===== src/rtl/axi4_stream_pkg.sv =====
// axi4_stream_pkg: shared types, constants and the counter-pattern step rule
package axi4_stream_pkg;
  typedef enum logic {SEED, CHECK} state_t;
  localparam logic [15:0] LFSR_TAPS = 16'h002D;
  localparam logic [15:0] LFSR_SEED_DEF = 16'hACE1;
  localparam logic [31:0] INC_DEF = 32'd1;
  // Zero is never a valid pattern value, so a wrap onto zero skips to inc
  function automatic logic [31:0] next_val(input logic [31:0] x, input logic [31:0] inc);
    logic [31:0] s;
    s = x + inc;
    return (s == 32'd0) ? inc : s;
  endfunction
endpackage


===== src/rtl/axi4_stream_data_checker_lfsr16.sv =====
// lfsr16: free-running 16-bit Fibonacci LFSR (taps 16,14,13,11) for backpressure
module lfsr16
  import axi4_stream_pkg::*;
#(
  parameter logic [15:0] SEED = LFSR_SEED_DEF
) (
  input  logic        ACLK,
  input  logic        RST,
  output logic [15:0] state
);
  always_ff @(posedge ACLK or posedge RST)
    if (RST) state <= SEED;
    else state <= {^(state & LFSR_TAPS), state[15:1]};
endmodule


===== config.mk =====
export PLATFORM = sky130hd
export DESIGN_NAME = lfsr16
export DESIGN_NICKNAME = d
export VERILOG_FILES = /design/src/rtl/axi4_stream_pkg.sv /design/src/rtl/axi4_stream_data_checker_lfsr16.sv
export SDC_FILE = /design/constraint.sdc
export NUM_CORES = 1
export LEC_CHECK = 0
export CAP_MARGIN = 20
export CORE_AREA = 2 2 39 41
export CTS_BUF_LIST = sky130_fd_sc_hd__clkbuf_8
export DETAILED_ROUTE_END_ITERATION = 16
export DIE_AREA = 0 0 41 43
export GPL_TIMING_DRIVEN = 0
export PLACE_DENSITY = 0.72
export REMOVE_ABC_BUFFERS = 1
export SYNTH_ARGS = -nofsm -noshare
export SYNTH_HDL_FRONTEND = slang
export SYNTH_SLANG_ARGS = --single-unit

===== constraint.sdc =====
create_clock -name ACLK -period 1.1 [get_ports ACLK]
set_input_delay 0.11 -clock ACLK [delete_from_list [all_inputs] [get_ports ACLK]]
set_output_delay 0.11 -clock ACLK [all_outputs]
set_load 0.005 [all_outputs]

==> results.py <==
metrics = {
    "logic_synthesis": {
        "synthDominantCellAreaShare": 0.477,
        "syn_inst": 20,
        "synth.largest_area_cell": "dfstp_2",
        "synth_cell_types": 5,
        "synth_area_leaders": "dfstp_2, dfrtp_1, xnor2_1",
        "syn_area_um2": 440,
        "yosysWarnings": 0,
        "ys_ff_latch": 16,
        "ys_seq_area_frac": 0.932,
        "synth.avg_cell_area_um2": 22.0,
    },
    "clocking": {
        "clock-sinks": 16,
        "clock_latency_ns": 0.24,
        "cts_root_buffer": "clkbuf_8",
        "tritoncts": "built",
        "htree_levels": 1,
        "cts_max_path_buffers": 2,
        "clk_pin_slew_ns": 0.06,
        "numCtsBuffers": 3,
    },
    "detailed_routing": {
        "vias": 254,
        "wire_per_inst_um": 13.6,
        "first_pass_iters": 4,
        "initialDrtViolationCount": 2,
        "drt-total-wl_um": 832,
        "ant_nets": 0,
        "viasPerCell": 4.16,
        "drc": 0,
    },
    "sta": {
        "setup_viol": 0,
        "hold_ws_ns": 0.217,
        "period_needed_ns": 1.04,
        "hold_viol": 0,
        "slew_viol_final": 0,
        "post-route-period-util": 0.944,
        "rsz0062_at_grt": "no",
        "fmax_mhz": 963,
        "tightest_slew_ns": 0.551,
        "maxSlewHeadroom": 0.633,
        "skew_ns": 0.00389,
    },
    "cells_and_area": {
        "n_antenna_cell": 0,
        "reg_top3": "state (16)",
        "final_nets": 48,
        "register_area_um2": 410,
        "postLayoutCellArea_um2": 656,
        "top_register": "state",
        "fin_util": 0.474,
        "n_fill_cell": 145,
        "drive_gt1_frac": 0.511,
        "synthToLayoutAreaGrowth_pct": 48.9,
        "largest_register_ffs": 16,
        "layout_common_cells": "dlygate4sd2_1, dfstp_2, dfrtp_1",
        "multi_input_area_um2": 26.3,
    },
    "critical_path": {
        "cp.arrival_ns": 1.20,
        "path_class": "reg -> reg",
        "cp_max_fo": 2,
        "rr_worst_depth": 3,
        "cp-endpoint": "state[15]$_DFF_PP1_",
        "worstPathRequired_ns": 1.26,
        "startpoint": "state[5]$_DFF_PP1_",
        "endpoint_kind": "register",
        "critPathMaxStageDelay_ns": 0.53,
        "critPathSlowestCell": "dfstp_2",
        "reg2reg_from": "state[5]$_DFF_PP1_",
        "regToRegEndpoint": "state[15]$_DFF_PP1_",
        "r2r_setup_slack_ns": 0.06,
        "crit_chain": "buf_4 -> xor2_1 -> xnor2_1",
        "start_kind": "register",
    },
    "hold_path": {
        "hp-class": "in -> async",
    },
    "floorplanning": {
        "die_h_um": 43,
        "ios": 18,
        "die_w_um": 41,
        "fp.dieArea_mm2": 0.00176,
        "num_rows": 14,
        "start_util": 0.318,
        "coreArea_mm2": 0.00138,
    },
    "placed_design": {
        "placed_area_um2": 631,
        "place.gp.congestion": 0.615,
        "io_buffers": 17,
        "hpwl_um": 585,
    },
    "pwr": {
        "p_leak_nw": 0.370,
        "ir_drop_v": 0.000914,
        "p_per_area_mw_per_mm2": 1560,
    },
    "run_status": {
        "status": "complete, no violations",
    },
    "global_routing": {
        "grt_pass1_wl_um": 1350,
        "track_usage": 0.124,
        "grt_max_degree": 17,
        "grt-ovfl-total": 0,
        "antenna_found_initial": 0,
        "grt_pass1_vias": 290,
    },
    "flow_run": {
        "cap_violations": 0,
    },
}
## repair_timing
action / 4_1_cts / 5_1_grt
endpoints found under the hold margin: 0 / 0
buffers inserted: 4 / 0
hold buffers: 0 / 0
setup endpoints to repair: 16 / 6
gates resized for setup: 28 / 6
## layout make-up
cell class / instances / area share
Tap cell: 16 / 0.0305
Inverter: 1 / 0.00573
Clock inverter: 1 / 0.00573
Sequential cell: 16 / 0.626
Timing Repair Buffer: 21 / 0.229
Clock buffer: 3 / 0.0630
Multi-Input combinational cell: 3 / 0.0401
## worst min-delay path by stage
stage	depth (start not counted)	startpoint	slack, ns	to
floorplan	1	RST	0.02	state[12]$_DFF_PP0_
global placement	0	state[6]$_DFF_PP1_	0.36	state[5]$_DFF_PP1_
detailed placement	0	state[6]$_DFF_PP1_	0.36	state[5]$_DFF_PP1_
CTS	2	RST	0.23	state[4]$_DFF_PP0_
global route	2	RST	0.26	state[3]$_DFF_PP0_
finish	2	RST	0.22	state[4]$_DFF_PP0_
## cells in the mapped netlist
cell,count
dfrtp_1,8
dfstp_2,8
inv_1,1
xnor2_1,2
xor2_1,1
## cells by family after synthesis
kind of cell / count (synthesis) / synth area share
flops: 16 / 0.932
xor+xnor: 3 / 0.0597
buf+inv: 1 / 0.00851
## critical path, delay by kind of cell, from the launching register on
kind / cells / cell delay (ns)
xor+xnor: 2 / 0.32
buf+inv: 1 / 0.11
flops: 1 / 0.53
## power by group
group,total [W],switching (W),internal [W]
Clock,0.000420,0.000173,0.000246
Combinational,0.0000137,0.0000104,0.00000330
Sequential,0.000590,0,0.000590
## metrics by stage
stage          power [W]  setup slack (ns)  cells  TNS [ns]
2_1_floorplan   0.000608             0.211     20         0
3_3_place_gp    0.000613           -0.0376     53    -0.157
3_5_place_dp    0.000614           -0.0399     53    -0.182
4_1_cts          0.00104           0.00203     61         0
5_1_grt          0.00108           0.00512     61         0
6_report         0.00102            0.0611     61         0
## layer usage
| metal | share of wire | GRT usage |
|---|---|---|
| met2 | 0.50 | 0.184 |
| met4 | 0 | 0.0800 |
| met3 | 0.11 | 0.0576 |
| met1 | 0.39 | 0.134 |
| met5 | 0 | 0 |
No activity file was read; power rests on OpenSTA's default activity.
